$ cat src/rtl/display_vga_out_if.sv
// display_vga_out_if: timing, position, colour and pattern-select bundle for display_vga_out
interface display_vga_out_if #(
    parameter int IN_BITS  = 8,
    parameter int OUT_BITS = 4
);
    logic                i_hs;
    logic                i_vs;
    logic                i_de;
    logic                i_frame;
    logic signed [15:0]  i_x;
    logic signed [15:0]  i_y;
    logic [IN_BITS-1:0]  i_red;
    logic [IN_BITS-1:0]  i_green;
    logic [IN_BITS-1:0]  i_blue;
    logic [1:0]          i_mode;
    logic                o_hs;
    logic                o_vs;
    logic                o_de;
    logic [OUT_BITS-1:0] o_red;
    logic [OUT_BITS-1:0] o_green;
    logic [OUT_BITS-1:0] o_blue;

    modport master (
        output i_hs, i_vs, i_de, i_frame, i_x, i_y, i_red, i_green, i_blue, i_mode,
        input  o_hs, o_vs, o_de, o_red, o_green, o_blue
    );

    modport slave (
        input  i_hs, i_vs, i_de, i_frame, i_x, i_y, i_red, i_green, i_blue, i_mode,
        output o_hs, o_vs, o_de, o_red, o_green, o_blue
    );
endinterface

$ cat src/rtl/display_vga_out.sv
// display_vga_out: registered VGA output stage with test patterns, quantise and blanking;
// optional 2x2 ordered dither enabled by DISPLAY_VGA_OUT_DITHER_EN
module display_vga_out #(
    parameter int IN_BITS  = 8,
    parameter int OUT_BITS = 4,
    parameter int H_RES    = 640,
    parameter bit H_POL    = 1'b0,
    parameter bit V_POL    = 1'b0
) (
    input logic              i_pixclk,
    input logic              i_rst,
    display_vga_out_if.slave vga
);
    localparam int BAR_W = H_RES / 8;
    localparam logic [IN_BITS-1:0] MID = {1'b1, {(IN_BITS-1){1'b0}}};

    logic [1:0]          mode_q;
    logic [15:0]         p;
    logic [15:0]         xu;
    logic [2:0]          bar;
    logic                on_line;
    logic [IN_BITS-1:0]  r_sel, g_sel, b_sel;
    logic                hs1, vs1, de1;
    logic [IN_BITS-1:0]  r1, g1, b1;
    logic [OUT_BITS-1:0] q_r, q_g, q_b;
    logic                hs2, vs2, de2;
    logic [OUT_BITS-1:0] r2, g2, b2;
    logic                unused_bits;

    // bar colours follow {r,g,b} = ~{bar[1], bar[2], bar[0]}
    always_comb begin
        xu = vga.i_x;
        bar = '0;
        for (int k = 1; k < 8; k++)
            if (xu >= 16'(k * BAR_W)) bar = 3'(k);
        on_line = (xu >= p) && ({1'b0, xu} <= {1'b0, p} + 17'd7);
        r_sel = !vga.i_de ? '0 : mode_q == 2'd0 ? vga.i_red :
                mode_q == 2'd1 ? {IN_BITS{~bar[1]}} : mode_q == 2'd2 ? {IN_BITS{on_line}} : MID;
        g_sel = !vga.i_de ? '0 : mode_q == 2'd0 ? vga.i_green :
                mode_q == 2'd1 ? {IN_BITS{~bar[2]}} : mode_q == 2'd2 ? {IN_BITS{on_line}} : MID;
        b_sel = !vga.i_de ? '0 : mode_q == 2'd0 ? vga.i_blue :
                mode_q == 2'd1 ? {IN_BITS{~bar[0]}} : mode_q == 2'd2 ? {IN_BITS{on_line}} : MID;
    end

    always_ff @(posedge i_pixclk) begin
        if (i_rst) begin
            mode_q <= '0;
            p      <= '0;
            hs1    <= ~H_POL;
            vs1    <= ~V_POL;
            de1    <= 1'b0;
            r1     <= '0;
            g1     <= '0;
            b1     <= '0;
        end else begin
            if (vga.i_frame) begin
                mode_q <= vga.i_mode;
                p      <= (p >= 16'(H_RES - 8)) ? '0 : p + 16'd4;
            end
            hs1 <= vga.i_hs;
            vs1 <= vga.i_vs;
            de1 <= vga.i_de;
            r1  <= r_sel;
            g1  <= g_sel;
            b1  <= b_sel;
        end
    end

`ifdef DISPLAY_VGA_OUT_DITHER_EN
    localparam int SH = (IN_BITS - OUT_BITS >= 2) ? IN_BITS - OUT_BITS - 2 : 0;

    if (IN_BITS - OUT_BITS < 2) begin : g_bad_dither
        $error("display_vga_out: dithering needs IN_BITS - OUT_BITS >= 2");
    end

    logic [1:0] t1;

    // threshold map {y0,x0}: 00->0, 01->2, 10->3, 11->1
    always_ff @(posedge i_pixclk) begin
        if (i_rst) t1 <= '0;
        else t1 <= {vga.i_x[0] ^ vga.i_y[0], vga.i_y[0]};
    end

    function automatic logic [OUT_BITS-1:0] quant(input logic [IN_BITS-1:0] c, input logic [1:0] t);
        logic [IN_BITS:0] s;
        s = {1'b0, c} + ({{(IN_BITS-1){1'b0}}, t} << SH);
        return s[IN_BITS] ? {OUT_BITS{1'b1}} : s[IN_BITS-1 -: OUT_BITS];
    endfunction

    assign q_r = quant(r1, t1);
    assign q_g = quant(g1, t1);
    assign q_b = quant(b1, t1);
    assign unused_bits = ^vga.i_y[15:1];
`else
    assign q_r = r1[IN_BITS-1 -: OUT_BITS];
    assign q_g = g1[IN_BITS-1 -: OUT_BITS];
    assign q_b = b1[IN_BITS-1 -: OUT_BITS];
    assign unused_bits = ^{vga.i_y, r1, g1, b1};
`endif

    always_ff @(posedge i_pixclk) begin
        if (i_rst) begin
            hs2 <= ~H_POL;
            vs2 <= ~V_POL;
            de2 <= 1'b0;
            r2  <= '0;
            g2  <= '0;
            b2  <= '0;
        end else begin
            hs2 <= hs1;
            vs2 <= vs1;
            de2 <= de1;
            r2  <= de1 ? q_r : '0;
            g2  <= de1 ? q_g : '0;
            b2  <= de1 ? q_b : '0;
        end
    end

    assign vga.o_hs    = hs2;
    assign vga.o_vs    = vs2;
    assign vga.o_de    = de2;
    assign vga.o_red   = r2;
    assign vga.o_green = g2;
    assign vga.o_blue  = b2;
endmodule

$ cat src/flat_wrapper.sv
// flat-port wrapper written by rule: the top's interface ports become plain ports
module display_vga_out_flat 
#(
    parameter int IN_BITS  = 8,
    parameter int OUT_BITS = 4,
    parameter int H_RES    = 640,
    parameter bit H_POL    = 1'b0,
    parameter bit V_POL    = 1'b0
)
  (i_pixclk, i_rst, vga_i_hs, vga_i_vs, vga_i_de, vga_i_frame, vga_i_x, vga_i_y, vga_i_red, vga_i_green, vga_i_blue, vga_i_mode, vga_o_hs, vga_o_vs, vga_o_de, vga_o_red, vga_o_green, vga_o_blue);
  display_vga_out_if #(.IN_BITS(IN_BITS), .OUT_BITS(OUT_BITS)) vga_i ();
  input logic i_pixclk;
  input logic i_rst;
  input wire logic [$bits(vga_i.i_hs)-1:0] vga_i_hs;
  input wire logic [$bits(vga_i.i_vs)-1:0] vga_i_vs;
  input wire logic [$bits(vga_i.i_de)-1:0] vga_i_de;
  input wire logic [$bits(vga_i.i_frame)-1:0] vga_i_frame;
  input wire logic [$bits(vga_i.i_x)-1:0] vga_i_x;
  input wire logic [$bits(vga_i.i_y)-1:0] vga_i_y;
  input wire logic [$bits(vga_i.i_red)-1:0] vga_i_red;
  input wire logic [$bits(vga_i.i_green)-1:0] vga_i_green;
  input wire logic [$bits(vga_i.i_blue)-1:0] vga_i_blue;
  input wire logic [$bits(vga_i.i_mode)-1:0] vga_i_mode;
  output wire logic [$bits(vga_i.o_hs)-1:0] vga_o_hs;
  output wire logic [$bits(vga_i.o_vs)-1:0] vga_o_vs;
  output wire logic [$bits(vga_i.o_de)-1:0] vga_o_de;
  output wire logic [$bits(vga_i.o_red)-1:0] vga_o_red;
  output wire logic [$bits(vga_i.o_green)-1:0] vga_o_green;
  output wire logic [$bits(vga_i.o_blue)-1:0] vga_o_blue;
  assign vga_i.i_hs = vga_i_hs;
  assign vga_i.i_vs = vga_i_vs;
  assign vga_i.i_de = vga_i_de;
  assign vga_i.i_frame = vga_i_frame;
  assign vga_i.i_x = vga_i_x;
  assign vga_i.i_y = vga_i_y;
  assign vga_i.i_red = vga_i_red;
  assign vga_i.i_green = vga_i_green;
  assign vga_i.i_blue = vga_i_blue;
  assign vga_i.i_mode = vga_i_mode;
  assign vga_o_hs = vga_i.o_hs;
  assign vga_o_vs = vga_i.o_vs;
  assign vga_o_de = vga_i.o_de;
  assign vga_o_red = vga_i.o_red;
  assign vga_o_green = vga_i.o_green;
  assign vga_o_blue = vga_i.o_blue;
  display_vga_out #(.IN_BITS(IN_BITS), .OUT_BITS(OUT_BITS), .H_RES(H_RES), .H_POL(H_POL), .V_POL(V_POL)) u_core (.i_pixclk(i_pixclk), .i_rst(i_rst), .vga(vga_i));
endmodule
$ cat config.mk
export PLATFORM = sky130hd
export DESIGN_NAME = display_vga_out_flat
export DESIGN_NICKNAME = d
export VERILOG_FILES = /design/src/rtl/display_vga_out_if.sv /design/src/rtl/display_vga_out.sv /design/src/flat_wrapper.sv
export SDC_FILE = /design/constraint.sdc
export NUM_CORES = 1
export LEC_CHECK = 0
export ABC_AREA = 1
export BUFFER_PORTS_ARGS = -buffer_cell sky130_fd_sc_hd__buf_2
export CAP_MARGIN = 5
export CORE_MARGIN = 5
export CORE_UTILIZATION = 52
export DETAILED_ROUTE_END_ITERATION = 8
export PLACE_DENSITY = 0.8
export SYNTH_ARGS = -nofsm -noshare
export SYNTH_HDL_FRONTEND = slang
export SYNTH_SLANG_ARGS = --single-unit
$ cat constraint.sdc
create_clock -name i_pixclk -period 2.8 [get_ports i_pixclk]
set_clock_uncertainty 0.15 [all_clocks]
set_input_delay 0.14 -clock i_pixclk [delete_from_list [all_inputs] [get_ports i_pixclk]]
set_output_delay 0.14 -clock i_pixclk [all_outputs]
set_load 0.02 [all_outputs]
==> metrics.txt <==
status=complete, no violations; DR pass1 iterations=5; # nets final=558; clk sinks=46; post-route ant nets=0; Detail Placement HPWL=4.91 mm; Tcrit/Tclk final=95.2%; Least-Margin Pin Slew=0.774 ns; Worst setup EP type=flop; DRC=0; NetSw=384 uW; required time worst endpoint=2.84 ns; ANT cells=0; Post-Synthesis Cells=389; Arrival @ worst endpoint=2.71 ns; Flop pwr share=51.0%; synthesized flop and latch total=46; Root Driver=clkbuf_8; Cell Pwr Density=394 mW/mm^2; Rows=26; dpl cells=512; P_int=949 uW; switch share=28.8%; sequential area share after synthesis=33.7%; RSZ-0062 raised after global routing=yes; drt via density=5.03; largest net degree at the start of global routing=18; post-synthesis cell area=0.00273 sq mm; PnR worst setup slack=0.134 ns; Synth cell types=29; Comb power frac=17.2%; Leak Pwr=1.68 nW; routability cong.=0.853; initial antenna violation count=0; clock tree buffer depth=2; number of global-route vias before repair=2420; # IOs=79; H-tree Lvls=2; Setup Viol. Count Final=0; CTS buffer count=5; share of cells above drive strength 1=20.7%; drt first-iter violations=168; Design Power=1.33 mW; CTS tree=done; Die Height=82.5 um; Worst-Skew Late Latency=0.30 ns; global-route wire length before repair=10.4 mm; most frequent cells in the layout=nand2_1, inv_1, buf_2, dfxtp_1, nor2_1; Layout area overhead=23.8%; Clk pwr share=31.8%; clk slew on worst S/H paths=0.09 ns; vias=2687; FF-to-FF End=u_core.b1[7]; CP endpoint=u_core.b1[7]; design area=0.00338 sq mm; commonest non-fill, non-tap cell in the layout=nand2_1; Syn Area/Cell=7.02 sq um; critical setup path kind=flop to flop; crit path max fanout=3; Die Width=82.5 um; Post-Layout Cell Count=534; Relative slew margins=48.2%; peak supply drop=0.252 mV; worst-case reg-to-reg path depth=17; CP startpoint=u_core.p[3]; Min-Delay Startpoint=vga_i_blue[6]; floorplan core area=0.00511 sq mm; Layout Utilization=66.2%; Synth Warn #=0; RR Startpoint=u_core.p[3]; Final Hold Vio Count=0; R2R setup slack=0.13 ns; Syn Nets=484; DRT Wirelength=6.65 mm; initial core utilization=53.5%; Setup Fix Bufs, Post-CTS=0; Max Cap Viol=0; worst min-delay path category=input pin to flop; fin crit period=2.67 ns; total die area=0.00680 sq mm; total gr overflow=0; Max Fclk=375 MHz; total track usage=19.8%; average routed wire per standard cell=12.5 um; Port Buffers=50; element type at the critical path start=flop; Setup WS pre-CTS=0.112 ns; placed inst area=0.00311 sq mm; Final Slew Violations=0
-- Yosys cell counts --
| master | instances | share of area, % |
|---|---|---|
| clkbuf_1 | 3 | 0.41 |
| nor3_2 | 2 | 0.73 |
| inv_1 | 69 | 9.5 |
| nand3_1 | 22 | 4.0 |
| nor2_1 | 39 | 5.4 |
| nand3b_1 | 1 | 0.28 |
| nand4_1 | 4 | 0.92 |
| nor4_1 | 1 | 0.23 |
| ha_1 | 31 | 14 |
| nor2_4 | 1 | 0.41 |
| buf_2 | 2 | 0.37 |
| o21bai_1 | 1 | 0.28 |
| nor2_2 | 2 | 0.46 |
| clkinv_1 | 1 | 0.14 |
| o21ai_0 | 9 | 1.6 |
| or2_2 | 4 | 0.92 |
| nand2_2 | 3 | 0.69 |
| xnor2_1 | 2 | 0.64 |
| nand3_4 | 1 | 0.64 |
| nand3_2 | 1 | 0.37 |
| nand2_1 | 101 | 14 |
| and3_1 | 1 | 0.23 |
| dfxtp_1 | 46 | 34 |
| xor2_1 | 11 | 3.5 |
| nor3_1 | 9 | 1.6 |
| o211ai_1 | 1 | 0.28 |
| a21oi_2 | 3 | 0.96 |
| a21oi_1 | 17 | 3.1 |
| nand2_4 | 1 | 0.41 |
-- power by group through the flow --
| stage | combinational, mW | clock [mW] | sequential (mW) |
|---|---|---|---|
| 5_1_grt | 0.261 | 0.454 | 0.682 |
| 3_3_place_gp | 0.197 | 0 | 0.694 |
| 3_5_place_dp | 0.207 | 0 | 0.695 |
| 2_1_floorplan | 0.126 | 0 | 0.700 |
| 6_report | 0.229 | 0.423 | 0.680 |
| 4_1_cts | 0.222 | 0.428 | 0.679 |
-- metrics by stage --
step	hold WS (ns)	TNS, ns
final	0.00737	0
after global routing	0.0347	-0.0221
after CTS	0.00235	0
after detailed placement	0.185	0
after global placement	0.184	0
after floorplan	0.0668	0
-- routing by layer --
layer / vias up / global-route usage (%) / share of wire [%]
li1: 1358 / - / -
met1: 1209 / 24.3 / 43
met2: 93 / 32.9 / 48
met3: 27 / 4.77 / 6.1
met4: 0 / 8.47 / 3.1
met5: - / 0 / 0
-- critical path, stage by stage, from the launching register on --
cell and delay [ns]:
dfxtp_2 0.37, ha_1 0.17, nand3_1 0.12, nor3_2 0.13
buf_4 0.15, nand3_1 0.08, xor2_1 0.16, ha_1 0.30
and3_1 0.21, nand2_1 0.10, inv_1 0.06, nand2_1 0.05
nand2_1 0.09, nand2_4 0.08, nand2_2 0.06, nand2_1 0.07
nand2_2 0.12, a21oi_2 0.06
-- area by class of cell --
type | instances | area, sq um
Fill cell | 435 | 1730
Multi-Input combinational cell | 269 | 1570
Sequential cell | 46 | 931
Timing Repair Buffer | 71 | 440
Inverter | 70 | 263
Tap cell | 70 | 87.6
Clock buffer | 5 | 68.8
Clock inverter | 3 | 25.0
-- cell families after synthesis --
logic type / after synthesis / synth area share, %
buffers and inverters: 75 / 10.4
AO/OA/AOI/OAI: 31 / 6.28
adder cells (fa/ha/maj): 31 / 14.2
AND/OR/NAND/NOR: 193 / 31.2
XOR/XNOR: 13 / 4.17
flip-flops: 46 / 33.7
-- state kept, by name, summed over array words and instances, names as in the netlist --
name and cells:
u_core.vga.o_red 4, u_core.r1 4, u_core.de1 1, u_core.vs1 1, u_core.b1 4, u_core.mode_q 2, u_core.p 14, u_core.vga.o_blue 4
u_core.hs1 1, u_core.vga.o_de 1, u_core.vga.o_vs 1, u_core.vga.o_green 4, u_core.g1 4, u_core.vga.o_hs 1
-- worst min-delay path by stage --
stage	to	slack, ns	cells after the start
2_1_floorplan	u_core.p[10]	0.07	1
3_3_place_gp	u_core.hs1	0.18	2
3_5_place_dp	u_core.hs1	0.19	2
4_1_cts	u_core.b1[6]	0.002	5
5_1_grt	u_core.b1[7]	0.03	3
6_report	u_core.b1[6]	0.007	5
-- timing repair --
| action | in CTS | in global routing |
|---|---|---|
| hold buffers | 13 | 0 |
| resized for setup | 0 | 13 |
| endpoints found under the setup margin | 0 | 12 |
| hold endpoints to repair | 13 | 0 |
(Power assumes the default switching activity.)
